## src/rtl/spm_pkg.sv

```systemverilog
// Shared types and sizing helpers for the serial-parallel multiplier sequencer.
// Latency: none (declarations only).
// Backpressure: not applicable.
package spm_pkg;

  typedef enum logic [1:0] {IDLE, CLR, RUN, DONE} spm_ctrl_state_t;

  // Number of RUN cycles: 2*size product bits plus the core's pipeline depth.
  function automatic int run_len(input int size, input int core_lat);
    return 2 * size + core_lat;
  endfunction

endpackage

```

## src/rtl/spm_prod_capture.sv

```systemverilog
// Right-shift capture register collecting the serial product, LSB arriving first.
// Latency: one bit per enabled cycle; a full product needs 2*SIZE enabled cycles.
// Backpressure: none; the sequencer decides when shift_en is asserted.
module spm_prod_capture #(
  parameter int SIZE = 32
) (
  input  logic              clk,
  input  logic              rst,
  input  logic              shift_en,
  input  logic              bit_in,
  output logic [2*SIZE-1:0] prod
);

  // New bits enter at the MSB; after 2*SIZE shifts the first bit sits at bit 0.
  always_ff @(posedge clk) begin
    if (rst) begin
      prod <= '0;
    end else if (shift_en) begin
      prod <= {bit_in, prod[2*SIZE-1:1]};
    end
  end

endmodule

```

## src/rtl/spm_seq_ctrl.sv

```systemverilog
// Sequencer: accepts {x,y}, streams y LSB-first into the spm core, captures the serial product.
// Latency: accept to out_valid = 2*SIZE+CORE_LAT+2 cycles; one multiply in flight.
// Backpressure: in_ready only in IDLE; product held until out_ready. Build macro SPM_SEQ_CTRL_SIGNED_EN.
module spm_seq_ctrl
  import spm_pkg::*;
#(
  parameter int SIZE     = 32,
  parameter int CORE_LAT = 1
) (
  input  logic              clk,
  input  logic              rst,
  input  logic              in_valid,
  output logic              in_ready,
  input  logic [SIZE-1:0]   in_x,
  input  logic [SIZE-1:0]   in_y,
  output logic              core_rst,
  output logic [SIZE-1:0]   core_x,
  output logic              core_y,
  input  logic              core_p,
  output logic              out_valid,
  input  logic              out_ready,
  output logic [2*SIZE-1:0] out_p,
  output logic              busy
);

  localparam int RUN_LEN = run_len(SIZE, CORE_LAT);
  // Wide enough to hold RUN_LEN itself, so the final increment never wraps.
  localparam int CNT_W = $clog2(RUN_LEN + 1);
  localparam logic [CNT_W-1:0] CNT_LAST = CNT_W'(RUN_LEN - 1);
  localparam logic [CNT_W-1:0] CNT_CAP  = CNT_W'(CORE_LAT);

  spm_ctrl_state_t  state, state_nxt;
  logic [CNT_W-1:0] cnt;
  logic [SIZE-1:0]  y_sh;
  logic             y_fill;
  logic             shift_en;

  // Bit shifted into the top of y_sh: sign extension in the signed build, zero otherwise.
`ifdef SPM_SEQ_CTRL_SIGNED_EN
  assign y_fill = y_sh[SIZE-1];
`else
  assign y_fill = 1'b0;
`endif

  // State register.
  always_ff @(posedge clk) begin
    if (rst) begin
      state <= IDLE;
    end else begin
      state <= state_nxt;
    end
  end

  // Next-state and handshake/core control decode.
  always_comb begin
    state_nxt = state;
    in_ready  = 1'b0;
    out_valid = 1'b0;
    core_rst  = 1'b1;
    core_y    = 1'b0;
    busy      = 1'b1;
    case (state)
      IDLE: begin
        busy     = 1'b0;
        in_ready = !rst;
        if (in_valid && !rst) state_nxt = CLR;
      end
      CLR: begin
        state_nxt = RUN;
      end
      RUN: begin
        core_rst = rst;
        core_y   = y_sh[0];
        if (cnt == CNT_LAST) state_nxt = DONE;
      end
      DONE: begin
        out_valid = !rst;
        if (out_ready) state_nxt = IDLE;
      end
      default: state_nxt = IDLE;
    endcase
  end

  // Operand latch, y shifter and bit counter.
  always_ff @(posedge clk) begin
    if (rst) begin
      core_x <= '0;
      y_sh   <= '0;
      cnt    <= '0;
    end else begin
      case (state)
        IDLE: begin
          if (in_valid) begin
            core_x <= in_x;
            y_sh   <= in_y;
          end
        end
        CLR: cnt <= '0;
        RUN: begin
          y_sh <= {y_fill, y_sh[SIZE-1:1]};
          cnt  <= cnt + 1'b1;
        end
        default: ;
      endcase
    end
  end

  // The core output lags core_y by CORE_LAT cycles, so capture starts that late.
  assign shift_en = (state == RUN) && (cnt >= CNT_CAP);

  spm_prod_capture #(.SIZE(SIZE)) u_capture (
    .clk      (clk),
    .rst      (rst),
    .shift_en (shift_en),
    .bit_in   (core_p),
    .prod     (out_p)
  );

endmodule

```

## config.mk

```make
export PLATFORM = sky130hd
export DESIGN_NAME = spm_seq_ctrl
export DESIGN_NICKNAME = d
export VERILOG_FILES = /design/src/rtl/spm_pkg.sv /design/src/rtl/spm_prod_capture.sv /design/src/rtl/spm_seq_ctrl.sv
export SDC_FILE = /design/constraint.sdc
export NUM_CORES = 1
export LEC_CHECK = 0
export CAP_MARGIN = 25
export CORE_ASPECT_RATIO = 0.6
export CORE_UTILIZATION = 67
export CTS_BUF_LIST = sky130_fd_sc_hd__clkbuf_4
export CTS_CLUSTER_DIAMETER = 40
export DETAILED_ROUTE_END_ITERATION = 12
export DONT_BUFFER_PORTS = 1
export GPL_ROUTABILITY_DRIVEN = 0
export PLACE_DENSITY = 0.91
export SYNTH_ARGS = -nofsm -noshare
export SYNTH_HDL_FRONTEND = slang
export SYNTH_SLANG_ARGS = --single-unit
```

## constraint.sdc

```tcl
create_clock -name clk -period 2.8 [get_ports clk]
set_input_delay 0 -clock clk [delete_from_list [all_inputs] [get_ports clk]]
set_output_delay 0 -clock clk [all_outputs]
set_load 0.03 [all_outputs]
```

### Word level (Yosys, flattened, before mapping)

Index checks and enable logic that the tools add are counted.

| cells by class | value |
|---|---|
| add/sub/neg operators | 1 |
| multipliers | 0 |
| divide/modulo/power cells | 0 |
| magnitude comparators | 1 |
| eq/ne operators | 8 |
| shift operators | 0 |
| mux-type cells | 12 |
| bitwise operators | 0 |
| reductions and logical operators | 9 |

Operators with widths:

| cell | number |
|---|---|
| $pmux 32 s2 | 1 |
| $mux 32 | 1 |
| $pmux 7 s2 | 1 |
| $ne 2x2->1 const B | 4 |
| $pmux 2 s4 | 1 |
| $add 7x1->7 const B | 1 |
| $eq 7x7->1 const B | 1 |
| $ge 7x1->1 const B | 1 |
| $mux 2 | 3 |
| $mux 1 | 5 |
| $eq 2x2->1 const B | 2 |
| $reduce_and 2->1 | 2 |
| $reduce_bool 2->1 | 2 |
| $reduce_and 3->1 | 1 |
| $eq 2x1->1 const B | 1 |
| $logic_and 1x1->1 | 2 |
| $logic_not 2->1 | 1 |
| $logic_not 1->1 | 1 |

| storage, ports and cells | value |
|---|---|
| flip-flop bits (word level) | 137 |
| bits in latches | 0 |
| RAM bits | 0 |
| ROM bits | 0 |
| input port bits | 69 |
| logic and storage cells | 36 |
| memories | 0 |

### Longest topological paths before layout

Gate-level depths: netlist of run 1.

| depth | value |
|---|---|
| word-level depth | 4 |
| mapped depth | 8 |
| depth with buffers taken out | 6 |

### Modules after synthesis

Synthesis of run 1 repeated with hierarchy kept, for this count alone.

| second synthesis, totals | value |
|---|---|
| cell total of the unflattened synthesis | 551 |
| area, all modules | 5479.0 µm² |

Modules (own cells, without submodules):

| module | instances | cells each | area an instance (µm²) | sequential area each (µm²) |
|---|---|---|---|---|
| spm_seq_ctrl | 1 | 345 | 3188.1 | 1461.4 |
| spm_prod_capture | 1 | 206 | 2290.9 | 1281.2 |

### Worst setup path before layout of run 1

No wires, ideal clock.

| timing path | value |
|---|---|
| kind | reg-to-reg |
| from | reg cnt[1] |
| to | reg u_capture.prod[10] |
| library setup time | 0.132 ns |
| arrival | 1.698 ns |
| data required time | 2.668 ns |
| setup slack | 0.970 ns |
| stages on the path, launching flop included | 9 |
| buffers on the path | 2 |
| cell sequence | dfxtp_1 > inv_1 > ha_1 > or4_1 > o21a_1 > buf_2 > clkbuf_1 > nand2_1 > a21oi_1 |

| between the ends | value |
|---|---|
| word-level cells in the longest chain between the ends | 2 |

Ends and longest elaborated chain:

| element | RTL line | RTL |
|---|---|---|
| start: declaration | spm_seq_ctrl.sv:33 | `logic [CNT_W-1:0] cnt;` |
| start signal: assignment | spm_seq_ctrl.sv:101 | `cnt <= cnt + 1'b1;` |
| $ge 7x1->1 | spm_seq_ctrl.sv:109 | `assign shift_en = (state == RUN) && (cnt >= CNT_CAP);` |
| $logic_and 1x1->1 | spm_seq_ctrl.sv:109 |  |
| end signal: assignment | spm_prod_capture.sv:19 | `prod <= {bit_in, prod[2*SIZE-1:1]};` |
| end: declaration | spm_prod_capture.sv:11 | `output logic [2*SIZE-1:0] prod` |

No other way between the ends.
A chain may end at the register's enable or synchronous reset.

### Worst setup path in the final report of run 1

| timing path | value |
|---|---|
| from | reg state[1] |
| to | reg core_x[16] |

| between the ends | value |
|---|---|
| word-level cells in the longest chain between the ends | 2 |

Ends and longest elaborated chain:

| element | RTL line | RTL |
|---|---|---|
| start: declaration | spm_seq_ctrl.sv:32 | `spm_ctrl_state_t state, state_nxt;` |
| start signal: assignment | spm_seq_ctrl.sv:50 | `state <= state_nxt;` |
| $logic_not 2->1 | spm_seq_ctrl.sv:91 | `case (state)` |
| $reduce_and 2->1 (no line) | - |  |
| end signal: assignment | spm_seq_ctrl.sv:94 | `core_x <= in_x;` |
| end: declaration | spm_seq_ctrl.sv:17 | `output logic [SIZE-1:0] core_x,` |

No other way between the ends.

==> flow_summary.json, run 1 <==
{
  "area_growth_pct": 29.9,
  "max_slew.worst_pin.slew_ns": 0.708,
  "clock_path_buffers": 2,
  "status": "finished, violations left",
  "path_clk_slew_ns": 0.13,
  "netlist_instances": 623,
  "synth_nets": 698,
  "setup_violations": 13,
  "firstDrtPassIters": 13,
  "routed_wl_mm": 21.6,
  "worst_slack_ns": -0.551,
  "ioPinCount": 170,
  "drv_cap": 0,
  "crit_path_frequent_cell": "dlygate4sd3_1",
  "core_area_um2": 7390,
  "holdCritPathClass": "in2out",
  "cts.sinks": 137,
  "async_flop_share_pct": 0,
  "fin_skew_ns": 0.0271,
  "synth-compound-area-share_pct": 15.8,
  "synth-simple-area-share_pct": 18.6,
  "crit_family": "buffers and inverters",
  "cts_tree": "yes",
  "startpoint_type": "register",
  "slowest_delay_ns": 0.67,
  "vias_per_cell": 6.90,
  "relSlewSlack_pct": 52.8,
  "die_h_um": 70.3,
  "synth_top_family_by_area": "simple AND/OR/NAND/NOR gates",
  "synth_mux_area_share_pct": 5.95,
  "htree_levels": 4,
  "seq_area_frac_synth_pct": 52.6,
  "fin_crit_sh_pct": 120,
  "drtIter0Drc": 1323,
  "critical_path_class": "reg2reg",
  "ant_nets": 0,
  "die-area_um2": 8150,
  "synth_edf_count": 0,
  "place_ws_ns": 0.679,
  "placedCellCount": 687,
  "dpl.hpwl_mm": 7.19,
  "worstPathCellList": "inv_2, ha_4, clkinvlp_4, nor2_4, buf_12, nand2_1, dlygate4sd3_1, a21oi_2, dlygate4sd3_1",
  "hold_slack_ns": 0.119,
  "synthAdderAreaFrac_pct": 1.44,
  "power_density_nw_per_um2": 851,
  "antenna_found_initial": 1,
  "port-buffer-count": 0,
  "fin_crit_ns": 3.35,
  "worstSkewPairLatency_ns": 0.56,
  "start_util_pct": 70.6,
  "drcViolationCount": 28,
  "drv_slew": 0,
  "post_synth_xor_area_fraction_pct": 0.672,
  "cp.arrival_ns": 3.84,
  "dieWidth_um": 116,
  "ir_worst_vdd_mv": 0.753,
  "cts_buffers": 17,
  "required_ns": 3.29,
  "root_buffer": "clkbuf_4",
  "cp-end-kind": "register",
  "grt_usage_pct": 46.1,
  "final_nets": 795,
  "via_count": 5781,
  "synth.distinct_cells": 32,
  "stdcell_count": 838,
  "p_leak_uw": 0.00235,
  "grt_max_degree": 134,
  "grt_overflow_total": 0,
  "synth_ff_type": "dfxtp_1",
  "wire_per_inst_um": 25.7,
  "drive_gt1_share_pct": 8.19,
  "grt_pass1_wl_mm": 27.9,
  "num_rows": 24,
  "crit_fanout": 7,
  "failed_checks": "design-rule violations, negative setup slack",
  "synth_warnings": 0,
  "critPathBufInv": 5,
  "synth_area_per_cell_um2": 8.37,
  "crit_slowest_cell": "dlygate4sd3_1",
  "max_freq_ghz": 0.298,
  "synth-seq-cells": 137,
  "final-hold-violation-count": 0,
  "synth_area_um2": 5210,
  "grt_pass1_vias": 5384
}
## cell usage in the layout, fill, tap and decap left out, types with 2 or more instances in the layout
cell type,instances
a211oi_1,31
a21oi_1,96
a21oi_2,3
a31oi_1,2
buf_12,2
buf_16,2
buf_4,6
bufinv_16,2
clkbuf_16,2
clkbuf_4,19
clkinv_4,3
clkinvlp_4,6
dfxtp_1,135
dfxtp_2,2
dlygate4sd3_1,111
ha_1,4
inv_1,6
inv_2,2
inv_6,2
mux2i_1,31
nand2_1,197
nand2b_1,3
nand4_1,2
nor2_1,37
o21ai_0,4
o21ai_4,2
or3_1,2
xor2_1,3
## worst reg2reg max path, delay by kind of cell (launching register included)
kind	cells	cell delay [ns]
flops	1	0.37
simple gates	2	0.48
compound gates	1	0.41
fa+ha+maj	1	0.18
buf+inv	5	1.83
## per-stage QoR
stage | total power (µW) | TNS (ns) | instance area [µm²] | utilization [%]
floorplan | 3430 | 0 | 5210 | -
global placement | 3530 | 0 | 5190 | 70.3
detailed placement | 3620 | 0 | 5190 | 70.3
CTS | 5170 | 0 | 6660 | 90.1
global route | 5940 | -4.29 | 6770 | 91.6
finish | 5760 | -3.35 | 6770 | 91.6
## registers in the layout, summed over array words and instances (netlist names)
name,flops
y_sh,32
state,2
cnt,7
core_x,32
u_capture.prod,64
## synth_stat cells, types with 4 or more instances
master | n | area share [%]
buf_2 | 4 | 0.38
ha_1 | 6 | 1.4
inv_1 | 9 | 0.65
a211oi_1 | 31 | 4.5
clkbuf_1 | 34 | 2.4
dfxtp_1 | 137 | 53
a21oi_1 | 99 | 9.5
nand2_1 | 197 | 14
mux2i_1 | 31 | 6.0
nor2_1 | 38 | 2.7
buf_6 | 6 | 1.3
o21ai_0 | 4 | 0.38
## worst paths after layout
check                        startpoint  slack [ns]  cells past startpoint                      end
setup / recovery  state[1]$_SDFFE_PP0P_       -0.55                      9  core_x[16]$_SDFFE_PP0P_
setup reg to reg  state[1]$_SDFFE_PP0P_       -0.55                      9  core_x[16]$_SDFFE_PP0P_
hold / removal                      rst        0.12                      1                out_valid
hold reg to reg    y_sh[7]$_SDFFE_PP0P_        0.50                      2     y_sh[7]$_SDFFE_PP0P_
## report_power, final
part	leakage (µW)	total (µW)	switching, µW	internal [µW]
combinational	0.00109	1850	1110	736
sequential	0.00112	2560	362	2200
clock	0.000142	1360	802	555
total	0.00235	5760	2270	3490
## repair_timing
action / CTS / global route
resized for setup: 0 / 14
hold endpoints to repair: 137 / 0
buffers inserted: 0 / 3
endpoints found under the setup margin: 0 / 16
hold buffers: 116 / 0
## layer usage
metal / GRT usage (%) / vias to the layer above / wire length [µm]
met3: 16.9 / 280 / 3240
li1: - / 2276 / -
met1: 47.4 / 2556 / 6880
met2: 75.8 / 665 / 9080
met5: 0 / - / 98
met4: 36.8 / 4 / 2270
## final cells by class
type / instances / area (µm²)
Multi-Input combinational cell: 432 / 2260
Timing Repair Buffer: 123 / 1300
Tap cell: 104 / 130
Antenna cell: 1 / 2.50
Clock inverter: 13 / 146
Fill cell: 247 / 618
Inverter: 9 / 37.5
Sequential cell: 137 / 2750
Clock buffer: 19 / 143
## logic make-up (layout without fill, tap and decap cells)
family	after synthesis	in the layout
fa+ha+maj	6	6
simple gates	248	248
compound gates	143	143
other cells	0	1
xor+xnor	4	4
flops	137	137
buf+inv	54	164
mux	31	31
No activity file was read; power rests on OpenSTA's default activity.
==> inputs of run 2 (changes only) <==
--- a/config.mk
+++ b/config.mk
@@ -5,6 +5,7 @@
 export SDC_FILE = /design/constraint.sdc
 export NUM_CORES = 1
 export LEC_CHECK = 0
+export ABC_AREA = 1
 export CAP_MARGIN = 25
 export CORE_ASPECT_RATIO = 0.6
 export CORE_UTILIZATION = 67
==> run 2 against run 1 <==
- the flow now finishes without violations
- sequential cell count unchanged
- die area increased by 14%
- sequential power grew 47%
- worst hold slack worse by 0.097 ns
- cell count up 20%
- critical path depth is 1 lower
- register-to-register slack better by 0.76 ns
- routed wire length decreased by 26%
- first-iteration DRC count shrank 62%
- synthesized area is 14% higher
- clock power decreased by 3%
- critical path type unchanged
- critical endpoint is now y_sh[31]$_SDFFE_PP0P_
==> flow_summary.json, run 2 <==
{
  "final_nets": 950,
  "port-buffer-count": 0,
  "power_frac_seq_pct": 52.5,
  "fin_crit_ns": 2.59,
  "via_count": 5628,
  "critical_path_class": "reg2reg",
  "core_area_um2": 8560,
  "clock_path_buffers": 2,
  "ir_worst_vdd_mv": 0.576,
  "root_buffer": "clkbuf_4",
  "power_switching_uw": 3290,
  "antenna_found_initial": 4,
  "routed_wl_mm": 15.9,
  "yosysTopAreaCell": "dfxtp_1",
  "firstDrtPassIters": 6,
  "whs_path_depth": 4,
  "synth-seq-cells": 137,
  "pwr-share-clk_pct": 18.4,
  "ioPinCount": 170,
  "dieWidth_um": 124,
  "postCtsSetupRepairBufs": 0,
  "grt_pass1_wl_mm": 24.3,
  "setup_violations": 0,
  "netlist_instances": 814,
  "drv_slew": 0,
  "cp.arrival_ns": 3.07,
  "hp-start": "in_valid",
  "startpoint_type": "register",
  "synth_area_per_cell_um2": 7.32,
  "synth_edf_count": 0,
  "cts.repair.resized": 0,
  "ant_nets": 0,
  "max_freq_ghz": 0.385,
  "p_leak_uw": 0.00306,
  "hold_slack_ns": 0.0225,
  "most-common-layout-cells": "nor2_1 (206), nand2_1 (145), dfxtp_1 (137), nand3_1 (100), dlygate4sd3_1 (86)",
  "dpl.hpwl_mm": 8.51,
  "utilization_pct": 81.0,
  "required_ns": 3.28,
  "grt_max_degree": 101,
  "cts.sinks": 137,
  "seq_area_frac_synth_pct": 46.0,
  "hold_path_end": "core_x[1]$_SDFFE_PP0P_",
  "async_flop_share_pct": 0,
  "p_int_uw": 3900,
  "swShare_pct": 45.7,
  "crit_slowest_cell": "dlygate4sd3_1",
  "comb_power_share_pct": 29.2,
  "worstPathCellList": "inv_1, ha_1, nand2_2, buf_4, inv_1, nand3_1, a21oi_1, dlygate4sd3_1",
  "final_cell_area_um2": 6930,
  "final-hold-violation-count": 0,
  "ys_top_cells_by_count": "nor2_1 (206), nand2_1 (145), dfxtp_1 (137), nand3_1 (100), inv_1 (83)",
  "drtIter0Drc": 501,
  "synth_warnings": 0,
  "holdCritPathClass": "in2reg",
  "vias_per_cell": 5.61,
  "rr_worst_depth": 8,
  "worstSkewPairLatency_ns": 0.53,
  "worstReg2RegStart": "state[0]$_SDFFE_PP0P_",
  "worst_slack_ns": 0.206,
  "stdcell_count": 1004,
  "placement.cell_area_um2": 5790,
  "htree_levels": 4,
  "critPathBufInv": 4,
  "synthTopCellsByArea": "dfxtp_1 (46%), nor2_1 (13%), nand2_1 (9.1%), nand3_1 (8.4%), inv_1 (5.2%)",
  "fin_skew_ns": 0.0290,
  "drive_gt1_share_pct": 5.07,
  "synth_area_um2": 5960,
  "start_util_pct": 69.6,
  "fin_crit_sh_pct": 92.7,
  "drcViolationCount": 0,
  "grt_usage_pct": 34.7,
  "synth.top_cell.area_share_pct": 46.0,
  "crit_fanout": 33,
  "crit_path_frequent_cell": "inv_1",
  "top_register": "u_capture.prod",
  "synth.distinct_cells": 25,
  "slowest_delay_ns": 0.56,
  "num_rows": 26,
  "cts_buffers": 17,
  "synth_nets": 889,
  "r2r_end": "y_sh[31]$_SDFFE_PP0P_",
  "layout_commonest_cell": "nor2_1",
  "power_density_nw_per_um2": 1040,
  "area_growth_pct": 16.4,
  "regToRegSetupSlack_ns": 0.21,
  "wire_per_inst_um": 15.8,
  "crit_family": "buffers and inverters",
  "cp-end-kind": "register",
  "cts_tree": "yes",
  "top_regs": "u_capture.prod: 64 flops, core_x: 32 flops, y_sh: 32 flops",
  "yosysMostFrequentCell": "nor2_1",
  "drv_cap": 0,
  "place_ws_ns": 0.615,
  "die-area_um2": 9280,
  "largest_reg_flops": 64,
  "placedCellCount": 882,
  "max_slew.worst_pin.slew_ns": 1.01,
  "die_h_um": 75.0,
  "relSlewSlack_pct": 32.9,
  "status": "complete, no violations",
  "grt_pass1_vias": 5181,
  "synth_ff_type": "dfxtp_1",
  "grt_overflow_total": 0,
  "path_clk_slew_ns": 0.13
}
==> run 2: cell count changes after synthesis, moves of 52 or more <==
cell,previous run,this run
nor2_1,38,206
nand3_1,1,100
a21oi_1,99,6
inv_1,9,83
nand2_1,197,145
==> run 2: power by group through the flow <==
stage	Sequential (µW)	Clock, µW	Combinational (µW)
4_1_cts	3740	1310	2000
2_1_floorplan	3630	0	1780
6_report	3770	1320	2100
5_1_grt	3840	1420	2360
3_3_place_gp	3730	0	1740
3_5_place_dp	3780	0	1870
==> run 2: what timing repair did <==
item | CTS | global route
endpoints found under the setup margin | 0 | 1
hold endpoints to repair | 68 | 0
hold buffers | 86 | 0
==> run 2: worst reg2reg max path, delay by kind of cell, from the launching register on <==
kind | cells | cell delay, ns
compound gates | 1 | 0.19
simple gates | 2 | 0.27
fa+ha+maj | 1 | 0.30
buf+inv | 4 | 1.43
flops | 1 | 0.36
==> run 2: layer usage <==
metal | routed length [µm] | global-route usage, % | vias up
met5 | 0 | 0 | -
met4 | 713 | 24.8 | 0
met3 | 1410 | 14.8 | 77
met2 | 7830 | 58.3 | 293
met1 | 5940 | 35.7 | 2586
li1 | - | - | 2672
==> run 2: cell families (layout without fill, tap and decap cells) <==
kind of cell,count (synthesis),count (layout),share of synthesized area [%]
xor+xnor,1,1,0.147
flops,137,137,46.0
fa+ha+maj,6,6,1.26
simple gates,460,460,31.7
compound gates,74,74,9.07
other cells,0,4,0
buf+inv,136,210,11.8
==> run 2: through the flow <==
step	total power, µW	setup TNS, ns
6_report	7190	0
5_1_grt	7620	-0.0233
4_1_cts	7050	0
3_5_place_dp	5650	0
3_3_place_gp	5470	0
2_1_floorplan	5410	0
==> run 2: how the worst max path moves through the flow <==
stage | depth (start not counted) | from | to
floorplan | 7 | state[1]$_SDFFE_PP0P_ | cnt[6]$_SDFFE_PP0P_
global placement | 6 | state[1]$_SDFFE_PP0P_ | y_sh[24]$_SDFFE_PP0P_
detailed placement | 6 | state[0]$_SDFFE_PP0P_ | y_sh[28]$_SDFFE_PP0P_
CTS | 7 | state[0]$_SDFFE_PP0P_ | state[0]$_SDFFE_PP0P_
global route | 8 | state[0]$_SDFFE_PP0P_ | y_sh[31]$_SDFFE_PP0P_
finish | 8 | state[0]$_SDFFE_PP0P_ | y_sh[31]$_SDFFE_PP0P_
==> run 2: area by class of cell <==
class	count	area [µm²]
sequential	137	2740
multi-input combinational	541	2530
fill	534	1620
timing repair buffer	94	921
inverter	84	317
clock buffer	19	143
tap	112	140
clock inverter	13	134
antenna	4	10.0
